$ cat src/rtl/i2c_pkg.sv
// i2c_pkg: shared state encoding and I2C bit constants for the register sequencer
package i2c_pkg;
    typedef enum logic [3:0] {
        IDLE, S_ADDR, W_ADDR, S_REG, W_REG, S_WR, W_WR, S_RS, W_RS, S_RD, W_RD, S_STOP, ABORT, FIN
    } state_t;
    localparam logic ACK = 1'b0;
    localparam logic NACK = 1'b1;
    localparam int RW_BIT = 0;
    function automatic logic [7:0] addr_byte(input logic [6:0] dev, input logic rd);
        addr_byte = {dev, 1'b0};
        addr_byte[RW_BIT] = rd;
    endfunction
endpackage

$ cat src/rtl/i2c_cmd_timer.sv
// i2c_cmd_timer: per-command watchdog; counts while enabled and saturates at TIMEOUT_CYC
module i2c_cmd_timer #(
    parameter int TIMEOUT_CYC = 200000
) (
    input  logic clk,
    input  logic reset,
    input  logic clr,
    input  logic en,
    output logic expired
);
    localparam int TW = $clog2(TIMEOUT_CYC + 1);
    logic [TW-1:0] cnt;
    assign expired = cnt == TW'(TIMEOUT_CYC);
    always_ff @(posedge clk or posedge reset)
        if (reset) cnt <= '0;
        else if (clr) cnt <= '0;
        else if (en && !expired) cnt <= cnt + 1'b1;
endmodule

$ cat src/rtl/i2c_reg_sequencer.sv
// i2c_reg_sequencer: expands one register read/write request into the byte-level
// START/addr/reg/data/repeated-START/STOP command sequence for the I2C master.
module i2c_reg_sequencer
    import i2c_pkg::*;
#(
    parameter int MAX_LEN = 4,
    parameter int TIMEOUT_CYC = 200000,
    parameter int LEN_W = 3
) (
    input  logic                 clk,
    input  logic                 reset,
    input  logic                 req,
    input  logic                 rw,
    input  logic [6:0]           dev_addr,
    input  logic [7:0]           reg_addr,
    input  logic [LEN_W-1:0]     len,
    input  logic [8*MAX_LEN-1:0] wr_data,
    output logic [8*MAX_LEN-1:0] rd_data,
    output logic                 busy,
    output logic                 done,
    output logic                 err,
    output logic                 m_start,
    output logic                 m_stop,
    output logic                 m_write,
    output logic                 m_read,
    output logic [7:0]           m_data_in,
    output logic                 m_ack_in,
    input  logic                 m_done,
    input  logic                 m_busy,
    input  logic                 m_ack_err,
    input  logic [7:0]           m_data_out
);
    localparam int IW = MAX_LEN > 1 ? $clog2(MAX_LEN) : 1;
    state_t state;
    logic rw_q, err_f, tclr, expired, wait_st;
    logic [6:0] dev_q;
    logic [7:0] reg_q;
    logic [IW-1:0] idx, last;
    logic [MAX_LEN-1:0][7:0] wr_q, rd_q;
    logic [LEN_W-1:0] len_c;
    assign len_c = len == '0 ? LEN_W'(1) : (int'(len) > MAX_LEN ? LEN_W'(MAX_LEN) : len);
    assign rd_data = rd_q;
    assign wait_st = state inside {W_ADDR, W_REG, W_WR, W_RS, W_RD, S_STOP};
    // the count restarts whenever a command is issued, including STOP entered straight from a wait state
    i2c_cmd_timer #(.TIMEOUT_CYC(TIMEOUT_CYC)) u_timer (
        .clk, .reset, .clr(tclr || !wait_st), .en(wait_st), .expired
    );
    always_ff @(posedge clk or posedge reset) begin
        if (reset) begin
            state <= IDLE;
            {busy, done, err, m_start, m_stop, m_write, m_read, m_ack_in} <= '0;
            m_data_in <= '0;
            rd_q <= '0;
            wr_q <= '0;
            {rw_q, err_f, tclr} <= '0;
            dev_q <= '0;
            reg_q <= '0;
            idx <= '0;
            last <= '0;
        end else begin
            {m_start, m_write, m_read, done, tclr} <= '0;
            case (state)
                IDLE: if (req) begin
                    rw_q <= rw;
                    dev_q <= dev_addr;
                    reg_q <= reg_addr;
                    wr_q <= wr_data;
                    last <= IW'(len_c - 1'b1);
                    idx <= '0;
                    err_f <= 1'b0;
                    busy <= 1'b1;
                    {m_start, m_write} <= 2'b11;
                    m_data_in <= addr_byte(dev_addr, 1'b0);
                    state <= S_ADDR;
                end
                S_ADDR: if (m_busy) state <= W_ADDR; else {m_start, m_write} <= 2'b11;
                W_ADDR: if (m_done) state <= m_ack_err ? ABORT : S_REG; else if (expired) state <= ABORT;
                S_REG: begin
                    m_write <= 1'b1;
                    m_data_in <= reg_q;
                    state <= W_REG;
                end
                W_REG: if (m_done) state <= m_ack_err ? ABORT : rw_q ? S_RS : S_WR; else if (expired) state <= ABORT;
                S_WR: begin
                    m_write <= 1'b1;
                    m_data_in <= wr_q[idx];
                    state <= W_WR;
                end
                W_WR: if (m_done) begin
                    if (m_ack_err) state <= ABORT;
                    else if (idx == last) {state, m_stop, tclr} <= {S_STOP, 2'b11};
                    else {idx, state} <= {idx + 1'b1, S_WR};
                end else if (expired) state <= ABORT;
                S_RS: begin
                    {m_start, m_write} <= 2'b11;
                    m_data_in <= addr_byte(dev_q, 1'b1);
                    state <= W_RS;
                end
                W_RS: if (m_done) state <= m_ack_err ? ABORT : S_RD; else if (expired) state <= ABORT;
                S_RD: begin
                    m_read <= 1'b1;
                    m_ack_in <= idx == last ? NACK : ACK;
                    state <= W_RD;
                end
                W_RD: if (m_done) begin
                    rd_q[idx] <= m_data_out;
                    m_ack_in <= ACK;
                    if (idx == last) {state, m_stop, tclr} <= {S_STOP, 2'b11};
                    else {idx, state} <= {idx + 1'b1, S_RD};
                end else if (expired) {state, m_ack_in} <= {ABORT, ACK};
                // a stop that never completes still ends the transaction, flagged as an error
                S_STOP: if (!m_busy || expired) begin
                    m_stop <= 1'b0;
                    done <= 1'b1;
                    err <= err_f || m_busy;
                    state <= FIN;
                end
                ABORT: begin
                    err_f <= 1'b1;
                    m_stop <= 1'b1;
                    state <= S_STOP;
                end
                FIN: begin
                    err <= 1'b0;
                    busy <= 1'b0;
                    state <= IDLE;
                end
                default: state <= IDLE;
            endcase
        end
    end
endmodule

$ cat config.mk
export PLATFORM = sky130hd
export DESIGN_NAME = i2c_reg_sequencer
export DESIGN_NICKNAME = d
export VERILOG_FILES = /design/src/rtl/i2c_pkg.sv /design/src/rtl/i2c_cmd_timer.sv /design/src/rtl/i2c_reg_sequencer.sv
export SDC_FILE = /design/constraint.sdc
export NUM_CORES = 1
export LEC_CHECK = 0
export ABC_AREA = 1
export CAP_MARGIN = 30
export CORE_MARGIN = 5
export CORE_UTILIZATION = 30
export CTS_CLUSTER_SIZE = 24
export DETAILED_ROUTE_END_ITERATION = 10
export PLACE_DENSITY = 0.53
export SETUP_SLACK_MARGIN = 0.15
export SYNTH_ARGS = -nofsm -noshare
export SYNTH_HDL_FRONTEND = slang
export SYNTH_SLANG_ARGS = --single-unit
$ cat constraint.sdc
create_clock -name clk -period 3.8 [get_ports clk]
set_input_delay 0.38 -clock clk [delete_from_list [all_inputs] [get_ports clk]]
set_output_delay 0.38 -clock clk [all_outputs]
set_load 0.02 [all_outputs]
Word level (Yosys, flattened, before mapping)
Cells that the tools add are included.

$add $sub $neg: 3. Magnitude comparators: 3. Equal/unequal tests: 22. Multiplexer cells: 61. Reductions and logical operators: 30.

Operators with widths (number): two-way mux 4 bit (13); case mux 4 bit (13 select lines) (1); two-way mux 18 bit (2); bitwise mux 32 bit (1); case mux 8 bit (4 select lines) (1); == test 4 bit, second input constant (6); two-way mux 8 bit (3); two-way mux 1 bit (19); adder 18 x 1 -> 18 bit, second input constant (1); == test 18 bit, second input constant (1); two-way mux 2 bit (9); binary-select mux 8 bit (select 2 bit) (1); demux 8 bit (select 2 bit) (1); == test 4 x 3 -> 1 bit, second input constant (4); AND reduction 2 bit (7); inequality test 2 bit, second input constant (5); case mux 1 bit (2 select lines) (5); AND reduction 5 bit (2); nonzero test 2 bit (5); == test 4 x 2 -> 1 bit, second input constant (2); nonzero test 4 bit (2); case mux 1 bit (3 select lines) (2); case mux 2 bit (3 select lines) (1); nonzero test 6 bit (1); 19 further kinds (24).

Bits in registers: 124. Input port bits: 65. Output and inout bits: 48. Logic and storage cells: 145.

Depth between registers and ports, before layout
Gate-level depths: netlist of the first run.

Word-level depth: 5. Gate-level depth with buffers: 11. Gate-level depth less buffers: 11.

Modules after synthesis
A second synthesis of the first run with hierarchy kept.

Cell total of the unflattened synthesis: 824. Area, all modules: 6301.0 um2.

By module, submodules not included: i2c_reg_sequencer (times used 1, cells each 648, area an instance 5078.6 um2); i2c_cmd_timer (times used 1, cells each 176, area an instance 1222.4 um2).

Worst setup path after synthesis of the first run
OpenSTA, ideal clock, no wires.

Path kind: register to register. From: register idx[1]. To: register rd_q, in the netlist rd_data[8]. Library setup time: 74 ps. Arrival: 1427 ps. Data required time: 3726 ps. Path slack: 2299 ps. Cell stages (with the launch flop): 9. Path buffers: 3. Cell sequence: dfrtp_1 -> buf_2 -> clkbuf_1 -> inv_1 -> ha_1 -> nand2_4 -> buf_6 -> nand2_2 -> o21ai_2.

Longest elaborated chain between the ends: 5. Elaborated cells between the ends (all ways): 6.

Ends and longest elaborated chain: from (decl) (RTL line i2c_reg_sequencer.sv:38) `logic [IW-1:0] idx, last;`; from (signal assigned) (RTL line i2c_reg_sequencer.sv:92) `else {idx, state} <= {idx + 1'b1, S_WR};`; from (signal assigned) (RTL line i2c_reg_sequencer.sv:109) `else {idx, state} <= {idx + 1'b1, S_RD};`; < comparator 2 x 3 -> 1 bit (not written as such) or greater-or-equal comparator 2 x 1 -> 1 bit (tied branches) (RTL line i2c_reg_sequencer.sv:106) `rd_q[idx] <= m_data_out;`; logical AND 1 bit (not written as such) (RTL line i2c_reg_sequencer.sv:106); two-way mux 8 bit (not written as such) (RTL line i2c_reg_sequencer.sv:106); demux 8 bit (select 2 bit) (*) (RTL line i2c_reg_sequencer.sv:106); bitwise mux 32 bit (*) (RTL line i2c_reg_sequencer.sv:106); to (signal, indexed assignment) (RTL line i2c_reg_sequencer.sv:106); to (decl) (RTL line i2c_reg_sequencer.sv:39) `logic [MAX_LEN-1:0][7:0] wr_q, rd_q;`.

Mark *: on every way between the ends. The rest lies on a longest branch, timed or not. A chain may end at the register's enable or synchronous reset.

Worst setup path after layout of the first run
From: register state[1]. To: register err_f.

Longest elaborated chain between the ends: 3. Elaborated cells between the ends (all ways): 6.

Ends and longest elaborated chain: from (decl) (RTL line i2c_reg_sequencer.sv:34) `state_t state;`; from (signal assigned) (RTL line i2c_reg_sequencer.sv:91) `else if (idx == last) {state, m_stop, tclr} <= {S_STOP, 2'b11};`; from (signal assigned) (RTL line i2c_reg_sequencer.sv:92); from (signal assigned) (RTL line i2c_reg_sequencer.sv:108) `if (idx == last) {state, m_stop, tclr} <= {S_STOP, 2'b11};`; == test 4 bit or logical NOT 4 bit (tied branches) (RTL line i2c_reg_sequencer.sv:62) `case (state)`; nonzero test 2 bit (no line) or inequality test 2 bit (tied branches); AND reduction 2 bit (no line); to (signal assigned) (RTL line i2c_reg_sequencer.sv:55) `{rw_q, err_f, tclr} <= '0;`; to (signal assigned) (RTL line i2c_reg_sequencer.sv:70) `err_f <= 1'b0;`; to (signal assigned) (RTL line i2c_reg_sequencer.sv:119) `err_f <= 1'b1;`; to (decl) (RTL line i2c_reg_sequencer.sv:35) `logic rw_q, err_f, tclr, expired, wait_st;`.

Parallel ways exist; a longest one is shown, timed or not.

==> results of run 1 <==
[final cells by class]
cell class / instances / share of cell area, %
clock buffer: 21 / 5.64
clock inverter: 11 / 2.31
inverter: 78 / 3.69
multi-input combinational: 518 / 31.6
sequential: 124 / 38.0
tap: 270 / 4.14
timing repair buffer: 118 / 14.6
[stage by stage]
stage / hold slack [ns] / setup WS (ns) / util [%] / cell area [µm²]
after floorplan: 0.444 / 1.89 / - / 6130
after global placement: 0.457 / 1.64 / 37.2 / 7500
after detailed placement: 0.461 / 1.60 / 37.3 / 7520
after CTS: 0.239 / 1.59 / 40.5 / 8170
after global routing: 0.246 / 1.36 / 40.5 / 8170
final: 0.254 / 1.62 / 40.5 / 8170
[worst reg2reg max path: stages, from the launching register on]
cell	delay, ns
dfrtp_1	0.45
nor2_2	0.25
inv_1	0.12
nor2_2	0.15
nand2_2	0.08
inv_2	0.55
buf_4	0.36
o21ai_0	0.11
[cell families (layout without fill, tap and decap cells)]
group                    Yosys count  in the layout  share of synthesized area, %
flip-flops                       124            124                          50.6
buffers and inverters             98            228                          7.23
AND/OR/NAND/NOR                  376            376                          27.2
AO/OA/AOI/OAI                    134            134                          13.4
XOR/XNOR                           2              2                         0.286
adder cells (fa/ha/maj)            6              6                          1.22
[registers in the layout, summed over array words and instances (netlist names)]
name,flops
rw_q,1
m_data_in,8
reg_q,8
m_start,1
busy,1
m_stop,1
err_f,1
m_ack_in,1
rd_data,32
dev_q,7
done,1
last,2
wr_q,32
err,1
state,4
u_timer.cnt,18
m_write,1
idx,2
tclr,1
m_read,1
[cells in the final DEF, fill, tap and decap left out, types with 17 or more instances in the layout]
cell type	synthesis	routed
nand3_1	25	25
o21ai_2	22	22
nor2_1	48	48
inv_1	69	68
clkbuf_16	0	17
a21oi_1	24	24
o21ai_1	24	24
o21ai_0	46	46
nand2_1	254	254
clkdlybuf4s50_1	0	112
dfrtp_1	124	124
[power by group through the flow]
stage | Clock [mW] | Combinational [mW] | Sequential, mW
global placement | 0 | 2.13 | 2.05
floorplan | 0 | 1.28 | 2.17
global route | 1.90 | 2.41 | 2.08
detailed placement | 0 | 2.15 | 2.05
finish | 1.79 | 2.13 | 2.03
CTS | 1.83 | 2.16 | 2.04
[layer usage]
layer / share of wire, % / up-vias
li1: - / 2593
met1: 48 / 2373
met2: 47 / 119
met3: 4.9 / 2
met4: 0.29 / 0
met5: 0 / -
[worst max path at each step]
stage                     endpoint  cells past startpoint  slack, ns
after detailed placement     err_f                      7       1.60
after floorplan               busy                      1       1.89
after global placement       err_f                      5       1.64
final                        err_f                      7       1.62
after CTS                    err_f                      7       1.59
after global routing      wr_q[31]                      8       1.36
==> out/results.tsv, run 1 <==
stage	metric	value	unit
job	drv.max_cap_violation_count	0	
critical_path	cp.buffers_inverters	3	
sta	rsz0062_at_grt	false	
critical_path	r2r_cells	7	
logic_synthesis	synth_cell_types	35	
die	die_w	153	µm
pwr	powerDensity	728	nW/µm²
clock_network	htree_levels	4	
critical_path	worst_ep_required_time	4.09	ns
die	initial_core_util	30.4	%
critical_path	crit_fanout	48	
clock_network	cts.sinks	124	
clock_network	hold_buffers	0	
detailed_routing	dr.pass1.iters	4	
clock_network	cts_buffers	17	
clock_network	clkTransAtPathRegs	0.06	ns
pwr	vdd.ir_drop.worst	0.000321	V
logic_synthesis	ys_ff_latch	124	
clock_network	worstSkewPairLatency	0.41	ns
pwr	p_sw_share	36.3	%
die	core-area	20200	µm²
detailed_routing	wl_per_cell	13.9	µm
logic_synthesis	synthesis.area	6130	µm²
logic_synthesis	yosysWarnings	0	
clock_network	cts_tree	yes	
clock_network	cts_buffer_depth	2	
final_layout	finalNonFillerCells	1140	
sta	timing.final.crit_period	2.18	ns
critical_path	rr_endpoint	err_f	
die	die_h	153	µm
hold_path	hold_path.class	in -> async	
logic_synthesis	synth_top_area_share	50.6	%
logic_synthesis	synth_enable_flop_cells	0	
sta	clock_skew	0.00725	ns
critical_path	crit_chain	nor2_2 -> inv_1 -> nor2_2 -> nand2_2 -> inv_2 -> buf_4 -> o21ai_0	
placement	portBuffers	112	
clock_network	postCtsSetupBuffers	0	
final_layout	diodes	0	
final_layout	regArea	3100	µm²
sta	finalHoldViolCount	0	
critical_path	cp-start-kind	register	
sta	post-route-period-util	57.5	%
pwr	switchingPower	2.16	mW
sta	worst_slew_pin_slew	0.764	ns
global_route	track_usage	14.0	%
sta	setup_violations	0	
detailed_routing	antenna_left	0	
critical_path	arrival	2.47	ns
detailed_routing	viasPerCell	4.46	
logic_synthesis	synthArstFlopShare	100	%
die	io_pins	113	
sta	slew_viol_final	0	
logic_synthesis	synth_top_area_cell	dfrtp_1	
final_layout	nFillCells	2069	
logic_synthesis	ys_top_cells_by_count	nand2_1, dfrtp_1, inv_1	
pwr	internal_power	3.78	mW
logic_synthesis	synth_area_per_cell	8.28	µm²
critical_path	crit_path_end_kind	register	
outcome	run_status	finished, final reports clean	
global_route	grt_pass1_vias	5121	
final_layout	drive_gt1_share	12.5	%
logic_synthesis	yosysSeqAreaShare	50.6	%
global_route	grt_util_met1	18.6	%
logic_synthesis	netlist_top_cells_area	dfrtp_1, nand2_1, inv_1	
global_route	antenna_found_initial	0	
pwr	p_clk_share	30.0	%
critical_path	crit_top_cell	nor2_2	
die	design.die.area	23400	µm²
global_route	grt_start_max_net_pins	61	
critical_path	slowest_delay	0.55	ns
detailed_routing	initialDrtViolationCount	328	
clock_network	cts-root-buf	clkbuf_16	
global_route	grt_pass1_wl	26700	µm
pwr	power_frac_comb	35.8	%
global_route	met3_usage	3.65	%
final_layout	areaGrowthSynthToFinish	33.2	%
critical_path	critPathLaunch	state[1]	
pwr	p_leak	3.85	nW
pwr	fin_total_pwr	5.94	mW
final_layout	multiInputGateArea	2580	µm²
critical_path	worstSetupPathType	reg -> reg	
global_route	gr-usage-met2	22.8	%
critical_path	critPathSlowestCell	inv_2	
clock_network	cts_resized	0	
sta	max-slew-margin-rel	49.0	%
detailed_routing	drc	0	
global_route	gr-total-overflow	0	
pwr	seqPwrFrac	34.2	%
critical_path	crit_family	buffers and inverters	
placement	dp_cells	1108	
logic_synthesis	synth_flop_cell	dfrtp_1	
critical_path	rr_startpoint	state[1]	
placement	gp_congestion	0.862	
final_layout	nets	928	
logic_synthesis	syn_nets	811	
die	row_count	52	
placement	hpwl	11500	µm
logic_synthesis	yosysMostFrequentCell	nand2_1	
global_route	grt_most_used_layer	met2	
detailed_routing	totalWireLength	15900	µm
critical_path	rrSetupSlack	1.62	ns
sta	max_freq	458	MHz
sta	fin_setup_tns	0	ns
logic_synthesis	netlist_instances	740	
detailed_routing	num_vias	5087	
No activity file was read; power rests on OpenSTA's default activity.
==> run 2: changes to the inputs <==
Clock period 3.8 ns to 1.9 ns, I/O delays scaled along.
==> out/results.tsv, run 2 (same netlist as run 1, synthesis figures left out) <==
stage	metric	value	unit	change
detailed_routing	initialDrtViolationCount	196		-40%
clock_network	worstSkewPairLatency	0.42	ns	about the same
global_route	gr-total-overflow	0		unchanged
final_layout	drive_gt1_share	15.1	%	+2.6 points
pwr	vdd.ir_drop.worst	0.000555	V	+73%
critical_path	r2r_cells	7		unchanged
final_layout	layout_commonest_cell	nand2_1		
critical_path	cp-start-kind	register		
sta	clock_skew	0.0107	ns	+0.00349 ns
final_layout	areaGrowthSynthToFinish	35.7	%	
die	die_w	153	µm	unchanged
clock_network	htree_levels	4		unchanged
sta	slew_viol_final	0		unchanged
placement	dp_cells	1121		+1.2%
detailed_routing	drc	0		unchanged
critical_path	critPathSlowestCell	clkdlybuf4s50_1		
critical_path	crit_chain	clkdlybuf4s50_1		
pwr	fin_total_pwr	11.9	mW	+100%
die	row_count	52		unchanged
detailed_routing	totalWireLength	16300	µm	+2.6%
placement	dp_slack	0.150	ns	-1.46 ns
sta	worst_slew_pin_slew	0.559	ns	-0.205 ns
sta	finalHoldViolCount	0		unchanged
clock_network	cts_buffers	17		unchanged
placement	dpl_cell_area	7660	µm²	+2.0%
global_route	antenna_found_initial	0		unchanged
pwr	powerDensity	1430	nW/µm²	+97%
critical_path	cp.buffers_inverters	1		-2
final_layout	final_core_util	41.2	%	+0.76 points
global_route	grt_start_max_net_pins	38		-38%
sta	fin_setup_tns	0	ns	unchanged
placement	gp_congestion	0.833		-3.4%
global_route	track_usage	14.1	%	+0.14 points
clock_network	cts.sinks	124		unchanged
sta	max_freq	608	MHz	
placement	portBuffers	112		unchanged
critical_path	crit_fanout	2		-96%
detailed_routing	viasPerCell	4.47		+0.21%
sta	rsz0062_at_grt	false		
detailed_routing	dr.pass1.iters	4		unchanged
final_layout	design_area	8320	µm²	+1.9%
sta	finalWorstSetupSlack	0.254	ns	-1.36 ns
critical_path	crit_family	buffers and inverters		
die	design.die.area	23400	µm²	unchanged
critical_path	slowest_delay	0.63	ns	+0.08 ns
global_route	grt_pass1_vias	5093		-0.55%
critical_path	crit_cells	1		-6
clock_network	clkTransAtPathRegs	0.06	ns	about the same
final_layout	diodes	0		unchanged
sta	post-route-period-util	86.6	%	
sta	hold_slack	0.180	ns	-0.0733 ns
die	die_h	153	µm	unchanged
critical_path	worstSetupPathType	reg -> out		
clock_network	cts_tree	yes		
placement	hpwl	11900	µm	+3.5%
sta	timing.final.crit_period	1.65	ns	
detailed_routing	antenna_left	0		unchanged
sta	max-slew-margin-rel	62.6	%	+14 points
die	core-area	20200	µm²	unchanged
final_layout	final_cell_mix	nand2_1, dfrtp_1, clkdlybuf4s50_1, inv_1, nor2_1		
die	initial_core_util	30.4	%	unchanged
sta	setup_violations	0		unchanged
clock_network	cts-root-buf	clkbuf_16		
final_layout	finalNonFillerCells	1156		+1.4%
final_layout	nets	945		+1.8%
global_route	grt_pass1_wl	26800	µm	+0.36%
job	drv.max_cap_violation_count	0		unchanged
critical_path	arrival	1.46	ns	-1.01 ns
detailed_routing	wl_per_cell	14.1	µm	+1.2%
critical_path	crit_path_end_kind	output port		
detailed_routing	num_vias	5169		+1.6%
final_layout	nFillCells	2034		-1.7%
critical_path	worst_ep_required_time	1.71	ns	-2.38 ns
outcome	run_status	finished, final reports clean		
die	io_pins	113		unchanged
hold_path	hold_path.class	in -> async		
pwr	p_leak	3.94	nW	+2.4%
clock_network	cts_buffer_depth	2		unchanged
[run 2: worst reg2reg max path: stages (launching register included)]
cell and delay (ns):
dfrtp_2 0.41, ha_1 0.19, nand2_1 0.10, nor2_2 0.14
nand2_1 0.08, nor2_1 0.29, a31oi_1 0.13, nor3_1 0.19
[run 2: timing repair]
| action | 4_1_cts | 5_1_grt |
|---|---|---|
| endpoints found under the setup margin | 0 | 32 |
| buffers inserted | 0 | 4 |
| hold buffers | 0 | 0 |
| gates resized for setup | 0 | 10 |
[run 2: path summary, 6_finish.rpt]
check	start	endpoint	slack [ns]
min	reset	m_read	0.18
max	m_data_in[1]	m_data_in[1]	0.25
min reg2reg	rd_data[14]	rd_data[14]	0.48
min in group clk	wr_data[16]	wr_q[16]	0.30
max in group asynchronous	reset	state[0]	1.21
max reg2reg	u_timer.cnt[0]	u_timer.cnt[14]	0.29
[run 2: routing by layer]
| metal | up-vias | track usage, % | part of all wire, % |
|---|---|---|---|
| met3 | 12 | 3.85 | 4.5 |
| met5 | - | 0 | 0 |
| met2 | 132 | 22.7 | 46 |
| li1 | 2630 | - | - |
| met4 | 0 | 3.52 | 0.73 |
| met1 | 2395 | 19.1 | 49 |
[run 2: final cells by class]
cell class | instances | area, µm² | share of cell area, %
clock buffer | 17 | 425 | 5.11
timing repair buffer | 135 | 1390 | 16.7
inverter | 78 | 302 | 3.63
multi-input combinational | 518 | 2590 | 31.2
tap | 270 | 338 | 4.06
sequential | 124 | 3110 | 37.4
clock inverter | 14 | 164 | 1.97
[run 2: where the power goes]
part / switching, mW / internal [mW] / leakage (nW)
Clock: 1.31 / 1.95 / 0.284
Combinational: 2.76 / 1.89 / 2.06
Sequential: 0.497 / 3.53 / 1.60
Total: 4.56 / 7.37 / 3.94
